`config.mk`:
```
export PLATFORM = sky130hd
export DESIGN_NAME = channel_decoder
export DESIGN_NICKNAME = d
export VERILOG_FILES = /design/src/rtl/simple_enc_pkg.sv /design/src/rtl/dec_fifo.sv /design/src/rtl/channel_decoder.sv
export SDC_FILE = /design/constraint.sdc
export NUM_CORES = 1
export LEC_CHECK = 0
export ABC_AREA = 1
export ABC_CLOCK_PERIOD_IN_PS = 5500
export CORE_MARGIN = 8
export CORE_UTILIZATION = 55
export DETAILED_ROUTE_END_ITERATION = 6
export PLACE_DENSITY = 0.79
export SLEW_MARGIN = 20
export SYNTH_ARGS = -nofsm -noshare
export SYNTH_HDL_FRONTEND = slang
export SYNTH_SLANG_ARGS = --single-unit
```
`constraint.sdc`:
```
create_clock -name clk -period 5.5 [get_ports clk]
set_clock_uncertainty 0.15 [all_clocks]
set_input_delay 0.825 -clock clk [delete_from_list [all_inputs] [get_ports clk]]
set_output_delay 0.825 -clock clk [all_outputs]
set_load 0.02 [all_outputs]
```
`src/rtl/simple_enc_pkg.sv`:
```
// Shared definitions for the simple-encoding channel: word layout and the
// popcount checksum used by both encoder and decoder.
package simple_enc_pkg;

  localparam int DATA_W = 7;
  localparam int CSUM_W = 3;
  localparam int WORD_W = DATA_W + CSUM_W;

  localparam int DATA_HI = WORD_W - 1;
  localparam int DATA_LO = CSUM_W;
  localparam int CSUM_HI = CSUM_W - 1;
  localparam int CSUM_LO = 0;

  // Number of set bits in the data field; 7 bits never exceed 3-bit range.
  function automatic logic [CSUM_W-1:0] calc_csum(input logic [DATA_W-1:0] d);
    logic [CSUM_W-1:0] c;
    c = '0;
    for (int i = 0; i < DATA_W; i++) begin
      c = c + CSUM_W'(d[i]);
    end
    return c;
  endfunction

endpackage

```
`src/rtl/dec_fifo.sv`:
```
// Circular-buffer FIFO with explicit count register; head entry is shown
// directly from storage (no bypass of a push into an empty FIFO).
module dec_fifo #(
  parameter int DEPTH = 4,
  parameter int W     = 7,
  localparam int AW   = $clog2(DEPTH),
  localparam int CW   = AW + 1
) (
  input  logic          clk,
  input  logic          rst_n,
  input  logic          push,
  input  logic [W-1:0]  push_data,
  input  logic          pop,
  output logic [CW-1:0] count,
  output logic [W-1:0]  head
);

  logic [W-1:0]  mem [DEPTH];
  logic [AW-1:0] wr_ptr;
  logic [AW-1:0] rd_ptr;
  logic          do_push;
  logic          do_pop;

  assign do_push = push && (count != CW'(DEPTH));
  assign do_pop  = pop && (count != '0);
  assign head    = mem[rd_ptr];

  // Pointers wrap naturally because DEPTH is a power of two.
  always_ff @(posedge clk) begin
    if (!rst_n) begin
      wr_ptr <= '0;
      rd_ptr <= '0;
      count  <= '0;
    end else begin
      if (do_push) wr_ptr <= wr_ptr + AW'(1);
      if (do_pop)  rd_ptr <= rd_ptr + AW'(1);
      case ({do_push, do_pop})
        2'b10:   count <= count + CW'(1);
        2'b01:   count <= count - CW'(1);
        default: count <= count;
      endcase
    end
  end

  always_ff @(posedge clk) begin
    if (do_push) mem[wr_ptr] <= push_data;
  end

endmodule

```
`src/rtl/channel_decoder.sv`:
```
// Receive end of the simple-encoding channel: capture, checksum check, FIFO,
// saturating error counter. Define DEC_PASS_BAD_EN to forward bad words tagged.
module channel_decoder
  import simple_enc_pkg::*;
#(
  parameter int DEPTH = 4,
  parameter int ERR_W = 8
) (
  input  logic              clk,
  input  logic              rst_n,
  input  logic              in_valid,
  input  logic [WORD_W-1:0] in_word,
  output logic              in_ready,
  output logic              out_valid,
  output logic [DATA_W-1:0] out_data,
  output logic              out_err,
  input  logic              out_ready,
  output logic              err_pulse,
  output logic [ERR_W-1:0]  err_cnt,
  input  logic              clr_cnt
);

  localparam int CW = $clog2(DEPTH) + 1;
`ifdef DEC_PASS_BAD_EN
  localparam int FW = DATA_W + 1;
`else
  localparam int FW = DATA_W;
`endif

  // Handshake: a transfer occurs on a rising edge where valid && ready are
  // both high; valid never waits on ready, and ready depends only on state.
  logic              s1_valid;
  logic [WORD_W-1:0] s1_word;
  logic              csum_ok;
  logic              bad;
  logic              push;
  logic              pop;
  logic [FW-1:0]     push_data;
  logic [FW-1:0]     head;
  logic [CW-1:0]     fifo_count;
  logic [CW:0]       occ;

  assign csum_ok = (s1_word[CSUM_HI:CSUM_LO] == calc_csum(s1_word[DATA_HI:DATA_LO]));
  assign bad     = s1_valid && !csum_ok;

  // A word sitting in stage 1 reserves a FIFO slot, so no overflow is possible.
  assign occ      = {1'b0, fifo_count} + (CW+1)'(s1_valid);
  assign in_ready = (occ < (CW+1)'(DEPTH));

  assign out_valid = (fifo_count != '0);
  assign pop       = out_valid && out_ready;
  assign err_pulse = bad;

`ifdef DEC_PASS_BAD_EN
  assign push      = s1_valid;
  assign push_data = {bad, s1_word[DATA_HI:DATA_LO]};
  assign out_data  = head[DATA_W-1:0];
  assign out_err   = head[DATA_W];
`else
  assign push      = s1_valid && csum_ok;
  assign push_data = s1_word[DATA_HI:DATA_LO];
  assign out_data  = head;
  assign out_err   = 1'b0;
`endif

  always_ff @(posedge clk) begin
    if (!rst_n) begin
      s1_valid <= 1'b0;
      s1_word  <= '0;
    end else begin
      s1_valid <= in_valid && in_ready;
      if (in_valid && in_ready) s1_word <= in_word;
    end
  end

  // Clear wins over a same-cycle increment; count holds at all-ones.
  always_ff @(posedge clk) begin
    if (!rst_n) begin
      err_cnt <= '0;
    end else if (clr_cnt) begin
      err_cnt <= '0;
    end else if (bad && (err_cnt != '1)) begin
      err_cnt <= err_cnt + ERR_W'(1);
    end
  end

  dec_fifo #(
    .DEPTH (DEPTH),
    .W     (FW)
  ) u_fifo (
    .clk       (clk),
    .rst_n     (rst_n),
    .push      (push),
    .push_data (push_data),
    .pop       (pop),
    .count     (fifo_count),
    .head      (head)
  );

endmodule

```
==> results of run 1 <==
[stage by stage]
step / worst slack (ns) / hold WS, ns
4_1_cts: 0.721 / 0.341
3_5_place_dp: 1.06 / 0.326
2_1_floorplan: 1.63 / 0.293
6_report: 0.718 / 0.345
5_1_grt: 0.548 / 0.375
3_3_place_gp: 1.13 / 0.314
[critical path: cells and delay by family, from the launching register on]
kind	cells	cell delay, ns
adders and majority gates	4	1.79
buffers and inverters	4	0.82
DFF	1	0.39
and+or+nand+nor	5	0.49
[per-layer routing]
metal | vias to the layer above | routed length (um)
li1 | 973 | -
met1 | 877 | 2350
met2 | 49 | 2420
met3 | 6 | 209
met4 | 0 | 74
met5 | - | 0
[cells in the final DEF, fill, tap and decap left out, types with 5 or more instances in the layout]
master / netlist / layout
a21oi_1: 13 / 13
a21oi_2: 7 / 7
clkbuf_8: 0 / 6
clkdlybuf4s50_1: 0 / 32
dfxtp_1: 28 / 28
edfxtp_1: 28 / 28
fa_1: 5 / 5
ha_1: 6 / 6
inv_1: 36 / 36
nand2_1: 33 / 33
nand2_2: 8 / 8
nand3_1: 11 / 11
nand4_1: 6 / 6
nor2_1: 32 / 32
o21ai_0: 23 / 23
o22ai_1: 7 / 7
[registers in the layout (all words and copies together), names as in the netlist, named ones only]
signal         flops
err_cnt            8
s1_valid           1
s1_word           10
u_fifo.count       3
u_fifo.mem        28
u_fifo.rd_ptr      2
u_fifo.wr_ptr      2
[area by class of cell]
cell class	instances	area [sq um]
inverters	39	149
flip-flops and latches	56	1400
clock inverters	1	8.76
fillers	389	1590
well taps	54	67.6
multi-input cells	174	1050
repair buffers	32	320
clock buffers	7	108
[cells by family after synthesis]
logic type                 after synthesis  share of synthesized area
and+or+nand+nor                        104                      0.196
xor gates and xnor gates                 4                     0.0132
DFF                                     56                      0.527
adders and majority gates               11                     0.0659
buffers and inverters                   46                     0.0772
other                                    1                    0.00141
AOI/OAI and AO/OA                       54                      0.119
[power by group]
group          leakage, nW  total (mW)  internal (mW)  switching [mW]
sequential           0.486       0.479          0.456          0.0226
clock               0.0596       0.266          0.131           0.135
combinational        0.628       0.189         0.0785           0.111
[worst paths after layout]
path | startpoint | endpoint | slack, ns | cells past startpoint
max | s1_word[3]$_SDFFE_PN0P_ | err_pulse | 0.72 | 13
min | s1_word[1]$_SDFFE_PN0P_ | s1_word[1]$_SDFFE_PN0P_ | 0.35 | 2
max reg2reg | s1_word[3]$_SDFFE_PN0P_ | u_fifo.count[2]$_SDFFE_PN0P_ | 1.35 | 19
min reg2reg | s1_word[1]$_SDFFE_PN0P_ | s1_word[1]$_SDFFE_PN0P_ | 0.35 | 2
==> impl_metrics.json, run 1 <==
{
  "status": "complete, no violations",
  "end_kind": "output pin",
  "slew_headroom": 0.521,
  "clkSinkCount": 56,
  "ys.warnings.count": 0,
  "worstPathArrival_ns": 3.81,
  "synth_top_area_share": 0.316,
  "hpwl_um": 3720,
  "die_x_um": 85.5,
  "worst_slew_pin_slew_ns": 0.716,
  "p_per_area_nw_per_um2": 301,
  "grt_pass1_vias": 1799,
  "post-place-cells": 355,
  "vias_per_cell": 5.25,
  "finalWirelength_um": 5060,
  "grt_util_met3": 0.0306,
  "synth_edf_count": 28,
  "maxCapViolCount": 0,
  "fin_crit_ns": 4.78,
  "syn_area_per_cell_sq_um": 9.63,
  "fin_cells": 363,
  "routabilityCongestion": 0.798,
  "clock_path_buffers": 2,
  "drtAntennaViolNets": 0,
  "ys.flop_type": "edfxtp_1",
  "cts-buffers-inserted": 5,
  "yosys.area.top_type": "edfxtp_1",
  "postCtsSetupRepairBufs": 0,
  "ios": 34,
  "cts_max_level": 2,
  "overflow": 0,
  "total_power_mw": 0.934,
  "holdBufCountCts": 0,
  "initial_core_util": 0.566,
  "grt_setup_unrepaired": "no",
  "io_buffer_count": 32,
  "synth_fp_nets": 302,
  "syn_inst": 276,
  "drive_above_1_share": 0.129,
  "critPathRequiredTime_ns": 4.53,
  "grt_max_degree": 18,
  "worstHoldPathType": "flip-flop to flip-flop",
  "drv_slew": 0,
  "antenna_found_initial": 0,
  "dpl_cell_area_sq_um": 2990,
  "track_usage": 0.144,
  "met1_usage": 0.182,
  "synth_top_cells_by_count": "36 x inv_1, 33 x nand2_1, 32 x nor2_1",
  "async_flop_share": 0,
  "tns_ns": 0,
  "ys_ff_latch": 56,
  "path_cells": "fa_1 -> inv_1 -> fa_1 -> inv_1 -> fa_1 -> inv_1 -> fa_1 -> nand2_1 -> nand2_1 -> nand2_1 -> nor2_2 -> nor2_1 -> clkdlybuf4s50_1",
  "min_period_over_period": 0.870,
  "wl_per_cell_um": 13.9,
  "busiest_layer": "met2",
  "start_kind": "flip-flop",
  "dieArea_sq_um": 7310,
  "first_pass_iters": 4,
  "grt_use_met2": 0.236,
  "clock_latency_ns": 0.32,
  "cts-root-buf": "clkbuf_8",
  "crit_slowest_cell": "clkdlybuf4s50_1",
  "synth_area_sq_um": 2660,
  "finalHoldViolations": 0,
  "synth.distinct_cells": 32,
  "crit_top_cell": "fa_1",
  "area_growth_pct": 16.9,
  "critPathKind": "flip-flop to output pin",
  "nNetsFinal": 334,
  "fmax_ghz": 0.209,
  "finalSetupViolCount": 0,
  "coreArea_sq_um": 4690,
  "drt_iter0_markers": 110,
  "drc_errors": 0,
  "design_area_sq_um": 3110,
  "cts_tree": "yes",
  "rows": 25,
  "cts_resized": 0,
  "synth-seq-area-share": 0.527,
  "vdd_drop_max_uv": 172,
  "total_leakage_power_nw": 1.17,
  "cpPeakStageDelay_ns": 0.65,
  "path_max_fanout": 6,
  "synth.most_common_cell": "inv_1",
  "final_util": 0.662,
  "vias": 1905,
  "die_h_um": 85.5,
  "synthTopCellsByArea": "edfxtp_1 32%, dfxtp_1 21%, inv_1 5.1%",
  "antennaDiodeCount": 0,
  "clk_transition_reported_paths_ns": 0.11,
  "grt_first_pass_wirelength_um": 8440
}
Power figures use the tool's default switching activity.
==> run 2: changes to the inputs <==
--- a/config.mk
+++ b/config.mk
@@ -7,7 +7,7 @@
 export LEC_CHECK = 0
 export ABC_AREA = 1
 export ABC_CLOCK_PERIOD_IN_PS = 5500
-export CORE_MARGIN = 8
+export CORE_MARGIN = 2
 export CORE_UTILIZATION = 55
 export DETAILED_ROUTE_END_ITERATION = 6
 export PLACE_DENSITY = 0.79
==> run 2 against run 1 <==
Against the previous run: power fell by 4.4%; sequential share of layout area up 0.37 points; worst setup slack improved by 0.0079 ns; via count is 0.42% higher; largest cell class unchanged.
==> impl_metrics.json, run 2 (synthesized netlist as in run 1, its figures left out) <==
{
  "top_register": "u_fifo.mem",
  "drv_slew": 0,
  "min_period_over_period": 0.868,
  "finalHoldViolations": 0,
  "total_leakage_power_nw": 1.16,
  "crit_slowest_cell": "clkdlybuf4s50_1",
  "maxCapViolCount": 0,
  "tns_ns": 0,
  "routabilityCongestion": 0.788,
  "die_h_um": 73.5,
  "finalSetupViolCount": 0,
  "worstHoldPathType": "flip-flop to flip-flop",
  "finalWirelength_um": 4820,
  "nNetsFinal": 334,
  "wl_per_cell_um": 13.3,
  "vias": 1913,
  "antennaDiodeCount": 0,
  "pre_cts_slack_ns": 1.07,
  "initial_core_util": 0.566,
  "cts-root-buf": "clkbuf_8",
  "largest_reg_flops": 28,
  "r2r-end": "u_fifo.count[2]$_SDFFE_PN0P_",
  "grt_max_degree": 18,
  "grt_first_pass_wirelength_um": 7730,
  "area_growth_pct": 15.9,
  "drive_above_1_share": 0.129,
  "final_cell_mix": "36 x inv_1, 33 x nand2_1, 32 x nor2_1, 32 x clkdlybuf4s50_1",
  "crit_top_cell": "fa_1",
  "clk_transition_reported_paths_ns": 0.10,
  "p_per_area_nw_per_um2": 290,
  "worst_slew_pin_slew_ns": 0.725,
  "status": "complete, no violations",
  "drt_iter0_markers": 117,
  "overflow": 0,
  "cp-startpoint": "s1_word[3]$_SDFFE_PN0P_",
  "antenna_found_initial": 0,
  "io_buffer_count": 32,
  "first_pass_iters": 4,
  "die_x_um": 73.5,
  "critPathKind": "flip-flop to output pin",
  "holdBufCountCts": 0,
  "crit_end": "err_pulse",
  "drc_errors": 0,
  "total_power_mw": 0.893,
  "r2r_slack_ns": 1.34,
  "setup_ws_ns": 0.726,
  "clkSinkCount": 56,
  "cts_tree": "yes",
  "path_cells": "fa_1 -> inv_1 -> fa_1 -> inv_1 -> fa_1 -> inv_1 -> fa_1 -> nand2_1 -> nand2_1 -> nand2_1 -> nor2_2 -> nor2_1 -> clkdlybuf4s50_1",
  "track_usage": 0.190,
  "coreArea_sq_um": 4690,
  "start_kind": "flip-flop",
  "cts-buffers-inserted": 5,
  "drtAntennaViolNets": 0,
  "rows": 25,
  "path_max_fanout": 6,
  "cts_max_level": 2,
  "reg2reg_from": "s1_word[3]$_SDFFE_PN0P_",
  "grt_setup_unrepaired": "no",
  "fin_crit_ns": 4.77,
  "grt_pass1_vias": 1691,
  "vdd_drop_max_uv": 179,
  "dieArea_sq_um": 5400,
  "clock_latency_ns": 0.31,
  "postCtsSetupRepairBufs": 0,
  "reg.largest.list": "u_fifo.mem x28, s1_word x10, err_cnt x8",
  "cts_resized": 0,
  "vias_per_cell": 5.27,
  "layout_commonest_cell": "inv_1",
  "slew_headroom": 0.515,
  "nFillCells": 381,
  "ios": 34,
  "cpPeakStageDelay_ns": 0.64,
  "fmax_ghz": 0.209,
  "end_kind": "output pin",
  "hpwl_um": 3500,
  "worstPathArrival_ns": 3.80,
  "clock_path_buffers": 2,
  "critPathRequiredTime_ns": 4.53,
  "r2r_cells": 19
}
[run 2: changes by cell type in the layout (fill, tap and decap cells not counted), sizes merged]
cell / before / now
inv: 39 / 40
clkbuf: 7 / 6
[run 2: area by class of cell]
| type | instances | area (sq um) | share of cell area |
|---|---|---|---|
| tap | 54 | 67.6 | 0.0219 |
| clock buffer | 6 | 76.3 | 0.0248 |
| clock inverter | 2 | 15.0 | 0.00487 |
| inverter | 39 | 149 | 0.0483 |
| sequential | 56 | 1400 | 0.455 |
| multi-input combinational | 174 | 1050 | 0.341 |
| timing repair buffer | 32 | 320 | 0.104 |
[run 2: how the worst min path moves through the flow]
stage	start	to	slack (ns)	cells past startpoint
3_5_place_dp	s1_word[2]$_SDFFE_PN0P_	s1_word[2]$_SDFFE_PN0P_	0.33	2
6_report	s1_word[2]$_SDFFE_PN0P_	s1_word[2]$_SDFFE_PN0P_	0.34	2
5_1_grt	s1_word[2]$_SDFFE_PN0P_	s1_word[2]$_SDFFE_PN0P_	0.35	2
3_3_place_gp	s1_word[2]$_SDFFE_PN0P_	s1_word[2]$_SDFFE_PN0P_	0.32	2
2_1_floorplan	s1_word[1]$_SDFFE_PN0P_	s1_word[1]$_SDFFE_PN0P_	0.29	2
4_1_cts	s1_word[2]$_SDFFE_PN0P_	s1_word[2]$_SDFFE_PN0P_	0.34	2
[run 2: metrics by stage]
step                hold slack [ns]  instances  utilization  cell area (sq um)
floorplan                     0.293        276            -               2660
global placement              0.316        355        0.637               2990
detailed placement            0.327        355        0.637               2990
CTS                           0.342        363        0.657               3080
global route                  0.355        363        0.657               3080
finish                        0.342        363        0.657               3080
[run 2: metal layers]
metal | track usage | vias up | part of all wire
li1 | - | 978 | -
met1 | 0.253 | 893 | 0.46
met2 | 0.311 | 36 | 0.48
met3 | 0.0288 | 6 | 0.042
met4 | 0.0788 | 0 | 0.015
met5 | 0 | - | 0
[run 2: critical path: cells and delay by family, from the launching register on]
kind / cells / cell delay, ns
DFF: 1 / 0.39
and+or+nand+nor: 5 / 0.47
buffers and inverters: 4 / 0.81
adders and majority gates: 4 / 1.80
[run 2: where the power goes]
group	internal (mW)	switching (mW)
sequential	0.456	0.0229
clock	0.0962	0.130
combinational	0.0784	0.109
